<file path="src/rtl/bomb_controller.sv">
`default_nettype none
// ============================================================================
//  Module   : bomb_controller
//  Purpose  : Frame-timed lifecycle of one bomb: place, fuse, explode, cooldown.
//  Revision : 1.0 - initial release
// ============================================================================

module bomb_controller #(
    parameter int FUSE_FRAMES     = 120,
    parameter int BLINK_FRAMES    = 30,
    parameter int EXPLODE_FRAMES  = 30,
    parameter int COOLDOWN_FRAMES = 15,
    parameter int TILE_BITS       = 5
) (
    input  logic        clk,
    input  logic        resetN,
    input  logic        startOfFrame,
    input  logic        place_req,
    input  logic [10:0] heroX,
    input  logic [10:0] heroY,
    input  logic        chain_hit,
    output logic        bomb_exist,
    output logic        bomb_exploded,
    output logic        sprite_sel,
    output logic [10:0] bombTopLeftX,
    output logic [10:0] bombTopLeftY,
    output logic        explode_pulse,
    output logic        ready
);

    localparam int                 c_CNT_W         = 16;
    localparam logic [c_CNT_W-1:0] c_FUSE_LOAD     = c_CNT_W'(FUSE_FRAMES - 1);
    localparam logic [c_CNT_W-1:0] c_EXPLODE_LOAD  = c_CNT_W'(EXPLODE_FRAMES - 1);
    localparam logic [c_CNT_W-1:0] c_COOLDOWN_LOAD = c_CNT_W'(COOLDOWN_FRAMES - 1);
    localparam logic [c_CNT_W-1:0] c_BLINK         = c_CNT_W'(BLINK_FRAMES);
    localparam logic [10:0]        c_HALF_TILE     = 11'(2 ** (TILE_BITS - 1));
    localparam logic [10:0]        c_TILE_MASK     = ~11'(2 ** TILE_BITS - 1);

    typedef enum logic [1:0] {
        S_IDLE     = 2'd0,
        S_FUSE     = 2'd1,
        S_EXPLODE  = 2'd2,
        S_COOLDOWN = 2'd3
    } state_t;

    state_t             r_state;
    logic [c_CNT_W-1:0] r_cnt;

    state_t             w_state_next;
    logic [c_CNT_W-1:0] w_cnt_next;
    logic               w_cnt_zero;
    logic               w_accept;
    logic               w_fire;
    logic               w_blink;
    logic [10:0]        w_snap_x;
    logic [10:0]        w_snap_y;

    assign w_cnt_zero = (r_cnt == '0);
    assign w_accept   = (r_state == S_IDLE) && place_req;

    // Round to the nearest tile: add half a tile, then drop the in-tile bits.
    assign w_snap_x = (heroX + c_HALF_TILE) & c_TILE_MASK;
    assign w_snap_y = (heroY + c_HALF_TILE) & c_TILE_MASK;

    always_comb begin
        w_state_next = r_state;
        w_cnt_next   = r_cnt;
        unique case (r_state)
            S_IDLE: begin
                if (place_req) begin
                    w_state_next = S_FUSE;
                    w_cnt_next   = c_FUSE_LOAD;
                end
            end
            S_FUSE: begin
                if (chain_hit || (startOfFrame && w_cnt_zero)) begin
                    w_state_next = S_EXPLODE;
                    w_cnt_next   = c_EXPLODE_LOAD;
                end else if (startOfFrame) begin
                    w_cnt_next = r_cnt - 1'b1;
                end
            end
            S_EXPLODE: begin
                if (startOfFrame && w_cnt_zero) begin
                    w_state_next = S_COOLDOWN;
                    w_cnt_next   = c_COOLDOWN_LOAD;
                end else if (startOfFrame) begin
                    w_cnt_next = r_cnt - 1'b1;
                end
            end
            S_COOLDOWN: begin
                if (startOfFrame && w_cnt_zero) begin
                    w_state_next = S_IDLE;
                    w_cnt_next   = '0;
                end else if (startOfFrame) begin
                    w_cnt_next = r_cnt - 1'b1;
                end
            end
            default: begin
                w_state_next = S_IDLE;
                w_cnt_next   = '0;
            end
        endcase
    end

    // Outputs are registered from the next state so they line up with r_state.
    assign w_fire  = (r_state == S_FUSE) && (w_state_next == S_EXPLODE);
    assign w_blink = (w_cnt_next < c_BLINK) && w_cnt_next[2];

    always_ff @(posedge clk or negedge resetN) begin
        if (!resetN) begin
            r_state       <= S_IDLE;
            r_cnt         <= '0;
            bomb_exist    <= 1'b0;
            bomb_exploded <= 1'b0;
            sprite_sel    <= 1'b0;
            bombTopLeftX  <= '0;
            bombTopLeftY  <= '0;
            explode_pulse <= 1'b0;
            ready         <= 1'b1;
        end else begin
            r_state       <= w_state_next;
            r_cnt         <= w_cnt_next;
            bomb_exist    <= (w_state_next == S_FUSE) || (w_state_next == S_EXPLODE);
            bomb_exploded <= (w_state_next == S_EXPLODE);
            sprite_sel    <= (w_state_next == S_EXPLODE) ||
                             ((w_state_next == S_FUSE) && w_blink);
            explode_pulse <= w_fire;
            ready         <= (w_state_next == S_IDLE);
            if (w_accept) begin
                bombTopLeftX <= w_snap_x;
                bombTopLeftY <= w_snap_y;
            end
        end
    end

endmodule

`default_nettype wire

</file>
<file path="config.mk">
export PLATFORM = sky130hd
export DESIGN_NAME = bomb_controller
export DESIGN_NICKNAME = d
export VERILOG_FILES = /design/src/rtl/bomb_controller.sv
export SDC_FILE = /design/constraint.sdc
export NUM_CORES = 1
export LEC_CHECK = 0
export BUFFER_PORTS_ARGS = -buffer_cell sky130_fd_sc_hd__buf_2
export CAP_MARGIN = 0
export CORE_MARGIN = 2
export CORE_UTILIZATION = 45
export CTS_BUF_LIST = sky130_fd_sc_hd__clkbuf_2
export CTS_CLUSTER_SIZE = 8
export DETAILED_ROUTE_END_ITERATION = 8
export PLACE_DENSITY = 0.72
export REMOVE_ABC_BUFFERS = 1
export SLEW_MARGIN = 20
export SYNTH_ARGS = -nofsm -noshare
export SYNTH_HDL_FRONTEND = slang
export SYNTH_SLANG_ARGS = --single-unit
export TNS_END_PERCENT = 1
</file>
<file path="constraint.sdc">
create_clock -name clk -period 4.65 [get_ports clk]
set_clock_uncertainty 0.15 [all_clocks]
set_input_delay 1.395 -clock clk [delete_from_list [all_inputs] [get_ports clk]]
set_output_delay 1.395 -clock clk [all_outputs]
set_load 0.01 [all_outputs]
</file>
==> results of run 1 <==
[stage by stage]
stage          util (%)  setup WS [ps]
5_1_grt            52.4            987
2_1_floorplan         -           1140
3_5_place_dp       51.1            698
6_report           52.4           1050
3_3_place_gp       51.1            749
4_1_cts            52.4           1100
[placed cells by master, fill, tap and decap left out, types with 4 or more instances in the layout]
cell type	synthesis	routed
buf_2	1	35
inv_1	8	8
a21o_1	4	4
ha_1	7	7
nor2_1	25	25
nand2_1	17	17
xnor2_1	5	5
conb_1	1	10
nor3_1	7	7
xor2_1	9	9
o21ai_0	12	12
dfrtp_1	34	34
nand3_1	13	13
a21oi_1	20	20
nor4_1	4	4
and2_1	4	4
clkbuf_2	0	6
[registers in the layout, summed over array words and instances, names as in the netlist]
name	cells
bombTopLeftX	6
bombTopLeftY	6
bomb_exist	1
bomb_exploded	1
explode_pulse	1
r_cnt	16
r_state	2
ready	1
sprite_sel	1
[final timing paths]
| kind | startpoint | end | slack [ps] | depth (start not counted) |
|---|---|---|---|---|
| max reg2reg | r_cnt[7] | sprite_sel | 1400 | 11 |
| min reg2reg | r_cnt[15] | r_cnt[15] | 370 | 1 |
| max in group asynchronous | resetN | r_cnt[3] | 2940 | 1 |
| max | startOfFrame | sprite_sel | 1050 | 12 |
| min | r_cnt[15] | r_cnt[15] | 370 | 1 |
| min in group asynchronous | resetN | r_cnt[10] | 920 | 1 |
[per-layer routing]
metal / routed length (µm) / vias to the layer above / track usage [%]
met5: 0 / - / 0
met4: 89 / 0 / 6.38
met3: 296 / 12 / 4.44
met2: 2130 / 64 / 27.9
met1: 2100 / 857 / 26.4
li1: - / 891 / -
[power breakdown]
part           leakage, nW  internal (mW)  switching, mW
registers            0.420          0.428          0.118
clock network       0.0391         0.0907         0.0989
logic                0.617          0.244          0.330
[layout make-up]
class	instances	area (µm²)
Tap cell	52	65.1
Multi-Input combinational cell	183	1110
Timing Repair Buffer	36	183
Fill cell	434	2110
Clock inverter	1	30.0
Clock buffer	6	30.0
Inverter	8	30.0
Sequential cell	35	877
[cells by family after synthesis]
logic type,after synthesis,synth area share (%)
other cells,1,0.178
buf+inv,28,7.18
flops,35,41.6
compound gates,62,18.9
simple gates,88,21.1
xor+xnor,14,5.81
mux,2,1.07
fa+ha+maj,7,4.15
==> impl_metrics.py, run 1 <==
metrics = {
    "status": {
        "status": "completed",
    },
    "clocking": {
        "cts_sinks": 35,
        "clk_pin_slew_ps": 170,
        "h-tree-depth": 2,
        "clockBufferDepth": 2,
        "cts_resized": 0,
        "cts_hold_buf": 0,
        "numCtsBuffers": 5,
        "cts-root-buf": "clkbuf_2",
        "post_cts_buffers": 0,
        "cts_tree": "done",
        "clk_latency_ps": 380,
    },
    "setup_path": {
        "required_ps": 4820,
        "arrival_ps": 3770,
        "crit_buf_inv": 2,
        "critPathLaunchType": "input pin",
        "crit_slowest_cell": "and2_1",
        "path_class": "in2reg",
        "cp_cell_sequence": "buf_2 -> and3b_1 -> and4bb_2 -> and2_1 -> nand2_1 -> a21o_1 -> inv_1 -> ha_1 -> o311a_1 -> nand3b_1 -> a211oi_1 -> a41o_1",
        "crit_family": "simple AND/OR/NAND/NOR gates",
        "critPathMaxStageDelay_ps": 350,
        "cp_max_fo": 9,
        "crit_path_end_kind": "flop",
    },
    "placed_design": {
        "place.gp.congestion": 0.895,
        "place_inst": 314,
        "dp_hpwl_um": 3370,
        "postPlaceCellArea_um2": 2270,
        "io_buffers": 35,
    },
    "global_routing": {
        "grt_max_degree": 36,
        "grt_antenna_before_repair": 0,
        "grt_pass1_wl_um": 7600,
        "overflow": 0,
        "grt_pass1_vias": 1624,
        "grt_use_total_pct": 18.6,
    },
    "sta": {
        "tightest_slew_ps": 779,
        "period_share_pct": 77.4,
        "setup_viol": 0,
        "hold_viol_final": 0,
        "slew_violations": 0,
        "slew_headroom_pct": 48.1,
        "hold_ws_ps": 374,
        "rsz0062_at_grt": "false",
        "tns_ps": 0,
        "fmaxAchievable_mhz": 278,
        "layout_min_cycle_time_ps": 3600,
    },
    "pwr": {
        "ir_worst_vdd_mv": 0.308,
        "p_total_mw": 1.31,
        "p_leak_nw": 1.08,
        "powerDensity_nw_per_um2": 562,
    },
    "logic_synthesis": {
        "syn_inst": 237,
        "synth.largest_area_cell": "dfrtp_1",
        "synth_area_um2": 2110,
        "async_flop_share_pct": 100,
        "synth-seq-cells": 35,
        "yosys-top-cells-area": "dfrtp_1, a21oi_1, nor2_1",
        "synth-edff-count": 0,
        "yosys-top-cells-count": "dfrtp_1, nor2_1, a21oi_1",
        "yosysMostFrequentCell": "dfrtp_1",
        "synthFlopType": "dfrtp_1",
        "seq_area_frac_synth_pct": 41.6,
        "ys_types": 52,
        "synth_area_per_cell_um2": 8.90,
        "yosysWarnings": 0,
        "netlist.area_leader.share_pct": 40.3,
    },
    "job": {
        "maxCapViolCount": 0,
    },
    "layout": {
        "drive_gt1_share_pct": 19.3,
        "finalNonFillerCells": 321,
        "nets": 303,
        "fin_area_um2": 2330,
        "diodes": 0,
        "areaGrowthSynthToFinish_pct": 10.4,
    },
    "drt": {
        "drtPass1Iterations": 4,
        "vias": 1824,
        "via_per_inst": 5.68,
        "ant_nets": 0,
        "drcViolationCount": 0,
        "drt_iter0_markers": 168,
        "wire_per_inst_um": 14.4,
        "drt_wl_total_um": 4620,
    },
    "die": {
        "dieArea_um2": 5250,
        "die_height_um": 72.5,
        "initial_core_util_pct": 47.5,
        "coreArea_um2": 4440,
        "rows": 24,
        "die_x_um": 72.5,
        "io_pins": 54,
    },
    "hold_path": {
        "hp-class": "reg2reg",
    },
}
(Power assumes the default switching activity.)
==> run 2: changes to the inputs <==
==> constraint.sdc (replaced) <==
create_clock -name clk -period 3.7 [get_ports clk]
set_clock_uncertainty 0.15 [all_clocks]
set_input_delay 1.11 -clock clk [delete_from_list [all_inputs] [get_ports clk]]
set_output_delay 1.11 -clock clk [all_outputs]
set_load 0.01 [all_outputs]
==> run 2 against run 1 <==
  * Combinational power rose by 28%
  * Cell area rose by 1.7%
  * Register-to-register slack got worse by 760 ps
  * Worst setup slack got worse by 490 ps
  * Die area did not move
  * Global-route usage rose by 0.85 points
  * Non-clock buffer count rose by 4
  * Clock-buffer cell count fell by 1
  * First-iteration DRC count fell by 29%
  * Flip-flop and latch count did not move
  * Sequential power rose by 26%
  * Critical endpoint unchanged
==> impl_metrics.py, run 2 (synthesized netlist as in run 1, its figures left out) <==
metrics = {
    "drt": {
        "wire_per_inst_um": 14.6,
        "drt_iter0_markers": 120,
        "m1WireLength_um": 2060,
        "ant_nets": 0,
        "route.met2.wl_um": 2280,
        "drcViolationCount": 0,
        "via_per_inst": 5.75,
        "drtPass1Iterations": 5,
        "wl_met3_um": 339,
        "drt_wl_total_um": 4750,
        "dr.max_layer_used": "met4",
        "vias": 1876,
    },
    "clocking": {
        "cts_tree": "done",
        "clk_latency_ps": 400,
        "post_cts_buffers": 0,
        "cts_resized": 0,
        "cts-root-buf": "clkbuf_2",
        "clk_pin_slew_ps": 210,
        "cts_hold_buf": 0,
        "clockBufferDepth": 2,
        "numCtsBuffers": 5,
        "cts_sinks": 35,
        "h-tree-depth": 2,
    },
    "die": {
        "coreArea_um2": 4440,
        "die_x_um": 72.5,
        "io_pins": 54,
        "die_height_um": 72.5,
        "dieArea_um2": 5250,
        "initial_core_util_pct": 47.5,
        "rows": 24,
    },
    "sta": {
        "fmaxAchievable_mhz": 318,
        "tns_ps": 0,
        "hold_viol_final": 0,
        "layout_min_cycle_time_ps": 3140,
        "rsz0062_at_grt": "false",
        "period_share_pct": 84.9,
        "slew_violations": 0,
        "slew_headroom_pct": 48.4,
        "setup_viol": 0,
        "tightest_slew_ps": 774,
    },
    "layout": {
        "utilization_pct": 53.3,
        "final_common_cell": "buf_2",
        "drive_gt1_share_pct": 20.8,
        "areaGrowthSynthToFinish_pct": 12.3,
        "nets": 307,
        "fillers": 417,
        "multiInputGateArea_um2": 1110,
        "diodes": 0,
        "reg_top3": "r_cnt: 16 flops, bombTopLeftX: 6 flops, bombTopLeftY: 6 flops",
        "regArea_um2": 877,
        "final_cell_mix": "buf_2, dfrtp_1, nor2_1, a21oi_1, nand2_1",
        "largest_reg_flops": 16,
        "largest-register": "r_cnt",
    },
    "setup_path": {
        "path_class": "in2reg",
        "reg2reg_setup_slack_ps": 640,
        "critPathLaunchType": "input pin",
        "required_ps": 3880,
        "cp_max_fo": 7,
        "reg2reg_depth": 11,
        "arrival_ps": 3320,
        "crit_path_end_kind": "flop",
    },
    "placed_design": {
        "io_buffers": 35,
        "dp_hpwl_um": 3510,
        "place.gp.congestion": 0.849,
    },
    "global_routing": {
        "grt_pass1_wl_um": 7870,
        "grt_pass1_vias": 1710,
        "grt_use_total_pct": 19.4,
        "overflow": 0,
        "grt_antenna_before_repair": 0,
        "grt_max_degree": 36,
    },
    "pwr": {
        "powerDensity_nw_per_um2": 708,
        "ir_worst_vdd_mv": 0.404,
        "p_leak_nw": 1.10,
    },
    "job": {
        "maxCapViolCount": 0,
    },
    "hold_path": {
        "min_path_cells": 1,
        "hp-class": "reg2reg",
    },
    "status": {
        "status": "completed",
    },
}
run 2: cell types whose count changed in the layout (fill, tap and decap cells not counted), sizes merged:
cell    delta
clkbuf     -1
buf        +4
clkinv     +2
run 2: final cells by class:
cell class                 instances  area share, %
multi-input combinational        183           47.1
inverter                           8           1.27
sequential                        35           37.0
tap                               52           2.75
timing repair buffer              40           8.98
clock buffer                       5           1.06
clock inverter                     3           1.85
run 2: worst max-delay path, stage by stage:
cell and delay, ps:
buf_2 140, or3b_2 520, or4_4 450, or3_1 350, a21oi_1 150, o21ai_1 80
a32o_1 290, a41o_1 220
run 2: layer usage:
metal	GRT usage, %	vias up
met1	26.1	885
li1	-	909
met5	0	-
met4	5.76	0
met3	6.11	8
met2	30.3	74
run 2: final timing paths:
kind | from | endpoint
min reg2reg | bombTopLeftX[5] | bombTopLeftX[5]
max | startOfFrame | sprite_sel
min | bombTopLeftX[5] | bombTopLeftX[5]
max in group asynchronous | resetN | bombTopLeftX[7]
max reg2reg | r_cnt[7] | sprite_sel
min in group asynchronous | resetN | r_cnt[5]
run 2: report_power, final:
| part | leakage, nW | switching [mW] | internal (mW) |
|---|---|---|---|
| registers | 0.420 | 0.151 | 0.537 |
| logic | 0.637 | 0.418 | 0.315 |
| clock network | 0.0429 | 0.141 | 0.114 |
| total | 1.10 | 0.711 | 0.966 |
run 2: metrics by stage:
stage | power [mW] | hold slack [ps] | instances | instance area, µm² | setup slack, ps
floorplan | 1.16 | 316 | 226 | 2020 | 474
global placement | 1.40 | 335 | 318 | 2300 | 172
detailed placement | 1.43 | 343 | 318 | 2300 | 131
CTS | 1.68 | 383 | 326 | 2370 | 582
global route | 1.82 | 412 | 326 | 2370 | 463
finish | 1.68 | 375 | 326 | 2370 | 558
==> run 3: changes to the inputs <==
--- a/config.mk
+++ b/config.mk
@@ -5,6 +5,7 @@
 export SDC_FILE = /design/constraint.sdc
 export NUM_CORES = 1
 export LEC_CHECK = 0
+export ABC_AREA = 1
 export BUFFER_PORTS_ARGS = -buffer_cell sky130_fd_sc_hd__buf_2
 export CAP_MARGIN = 0
 export CORE_MARGIN = 2
@@ -12,7 +13,7 @@
 export CTS_BUF_LIST = sky130_fd_sc_hd__clkbuf_2
 export CTS_CLUSTER_SIZE = 8
 export DETAILED_ROUTE_END_ITERATION = 8
-export PLACE_DENSITY = 0.72
+export PLACE_DENSITY = 0.71
 export REMOVE_ABC_BUFFERS = 1
 export SLEW_MARGIN = 20
 export SYNTH_ARGS = -nofsm -noshare
==> constraint.sdc (replaced) <==
create_clock -name clk -period 2.9 [get_ports clk]
set_clock_uncertainty 0.15 [all_clocks]
set_input_delay 0.87 -clock clk [delete_from_list [all_inputs] [get_ports clk]]
set_output_delay 0.87 -clock clk [all_outputs]
set_load 0.01 [all_outputs]
==> run 3 against run 2 <==
  * Worst hold slack worse by 19 ps
  * Register-to-register slack worse by 130 ps
  * Routed wire length is 2.1% higher
  * Worst setup slack got worse by 45 ps
  * Sequential power down 12%
  * Power shrank 27%
  * Combinational power down 47%
  * Non-clock buffer count decreased by 3
  * Critical path depth increased by 9
  * Clock-buffer cell count rose by 1
  * Flip-flop and latch count did not move
==> impl_metrics.py, run 3 <==
metrics = {
    "placed_design": {
        "place_inst": 432,
        "io_buffers": 35,
        "postPlaceCellArea_um2": 2530,
        "place.gp.congestion": 0.885,
        "dp_hpwl_um": 3710,
    },
    "drt": {
        "ant_nets": 0,
        "drt_wl_total_um": 4860,
        "m1WireLength_um": 2220,
        "via_per_inst": 4.70,
        "dr.max_layer_used": "met4",
        "drt_iter0_markers": 134,
        "wl_met3_um": 327,
        "route.met2.wl_um": 2240,
        "wire_per_inst_um": 11.0,
        "drcViolationCount": 0,
        "drtPass1Iterations": 4,
        "vias": 2066,
    },
    "setup_path": {
        "critPathLaunchType": "flop",
        "crit_path_end_kind": "flop",
        "path_class": "reg2reg",
        "arrival_ps": 2590,
        "required_ps": 3110,
        "cp_max_fo": 7,
    },
    "logic_synthesis": {
        "synth.largest_area_cell": "dfrtp_1",
        "synth_area_um2": 2320,
        "synth-edff-count": 0,
        "synthFlopType": "dfrtp_1",
        "ys_types": 23,
        "yosys-top-cells-count": "nand2_1, nor2_1, inv_1",
        "synth-seq-cells": 35,
        "yosysMostFrequentCell": "nand2_1",
        "syn_inst": 330,
        "seq_area_frac_synth_pct": 37.7,
        "synth_area_per_cell_um2": 7.04,
        "async_flop_share_pct": 100,
        "yosysWarnings": 0,
        "netlist.area_leader.share_pct": 36.6,
        "yosys-top-cells-area": "dfrtp_1, nand2_1, nor2_1",
    },
    "layout": {
        "largest_reg_flops": 16,
        "utilization_pct": 51.1,
        "nets": 403,
        "reg_top3": "r_cnt: 16 flops, bombTopLeftX: 6 flops, bombTopLeftY: 6 flops",
        "largest-register": "r_cnt",
        "final_cell_mix": "nand2_1, nor2_1, inv_1, buf_2, dfrtp_1",
        "fin_area_um2": 2580,
        "finalNonFillerCells": 440,
        "final_common_cell": "nand2_1",
        "drive_gt1_share_pct": 19.2,
        "diodes": 0,
        "areaGrowthSynthToFinish_pct": 10.9,
        "fillers": 495,
    },
    "pwr": {
        "p_total_mw": 1.23,
        "powerDensity_nw_per_um2": 476,
        "ir_worst_vdd_mv": 0.209,
        "p_leak_nw": 1.42,
    },
    "global_routing": {
        "overflow": 0,
        "grt_max_degree": 36,
        "grt_pass1_wl_um": 8530,
        "grt_antenna_before_repair": 0,
        "grt_use_total_pct": 19.5,
        "grt_pass1_vias": 1940,
    },
    "clocking": {
        "clk_pin_slew_ps": 200,
        "clk_latency_ps": 390,
        "cts_tree": "done",
        "clockBufferDepth": 2,
        "cts_sinks": 35,
        "h-tree-depth": 2,
        "post_cts_buffers": 0,
        "numCtsBuffers": 5,
        "cts_resized": 0,
        "cts_hold_buf": 0,
        "cts-root-buf": "clkbuf_2",
    },
    "sta": {
        "slew_violations": 0,
        "tns_ps": 0,
        "layout_min_cycle_time_ps": 2390,
        "rsz0062_at_grt": "false",
        "tightest_slew_ps": 760,
        "slew_headroom_pct": 49.3,
        "period_share_pct": 82.3,
        "fmaxAchievable_mhz": 419,
        "hold_viol_final": 0,
        "setup_viol": 0,
    },
    "die": {
        "io_pins": 54,
        "rows": 26,
        "die_height_um": 75.9,
        "coreArea_um2": 5040,
        "dieArea_um2": 5750,
        "die_x_um": 75.9,
        "initial_core_util_pct": 46.1,
    },
    "hold_path": {
        "hp-class": "in2async",
    },
    "job": {
        "maxCapViolCount": 0,
    },
    "status": {
        "status": "completed",
    },
}
-- run 3: through the flow --
step / worst slack, ps / hold WS (ps)
global placement: 180 / 309
global route: 187 / 389
finish: 513 / 356
CTS: 495 / 360
detailed placement: 153 / 311
floorplan: 498 / 363
-- run 3: path summary, 6_finish.rpt --
check,startpoint,to,slack [ps],cells after the start
max,r_cnt[0],sprite_sel,510,17
min,resetN,r_cnt[0],360,1
max reg2reg,r_cnt[0],sprite_sel,510,17
min reg2reg,bombTopLeftX[9],bombTopLeftX[9],360,2
max in group asynchronous,resetN,bombTopLeftY[9],1750,1
min in group clk,bombTopLeftX[9],bombTopLeftX[9],360,2
-- run 3: layer usage --
metal,vias to the layer above,global-route usage (%)
li1,1084,-
met1,910,25.7
met2,65,30.8
met3,7,5.16
met4,0,6.82
met5,-,0
-- run 3: kinds of logic after synthesis --
logic type	share of synthesized area [%]
AO/OA/AOI/OAI	4.95
XOR/XNOR	4.15
adder cells (fa/ha/maj)	3.77
buffers and inverters	11.6
flip-flops	37.7
other	0.161
AND/OR/NAND/NOR	37.6
-- run 3: layout make-up --
type                       instances  area, µm²  area share [%]
tap                               70       87.6            3.40
sequential                        35        877            34.0
timing repair buffer              37        190            7.38
multi-input combinational        245       1210            47.0
clock buffer                       6       30.0            1.17
clock inverter                     2       12.5           0.486
inverter                          45        169            6.56
-- run 3: critical path, cell delays in order, from the launching register on --
cell	delay, ps
dfrtp_1	460
inv_1	110
ha_1	170
nand2_1	50
inv_1	50
nand2_1	50
nor2_2	110
nand2_2	120
nand2_2	100
nand2_1	70
a21oi_1	250
ha_1	180
inv_1	50
nor2_1	100
nand3_1	90
nor2_1	120
nand2_1	70
nand2_1	50
-- run 3: power breakdown --
group / internal, mW / total (mW) / switching [mW]
sequential: 0.539 / 0.605 / 0.0654
combinational: 0.140 / 0.386 / 0.246
clock: 0.0615 / 0.236 / 0.175
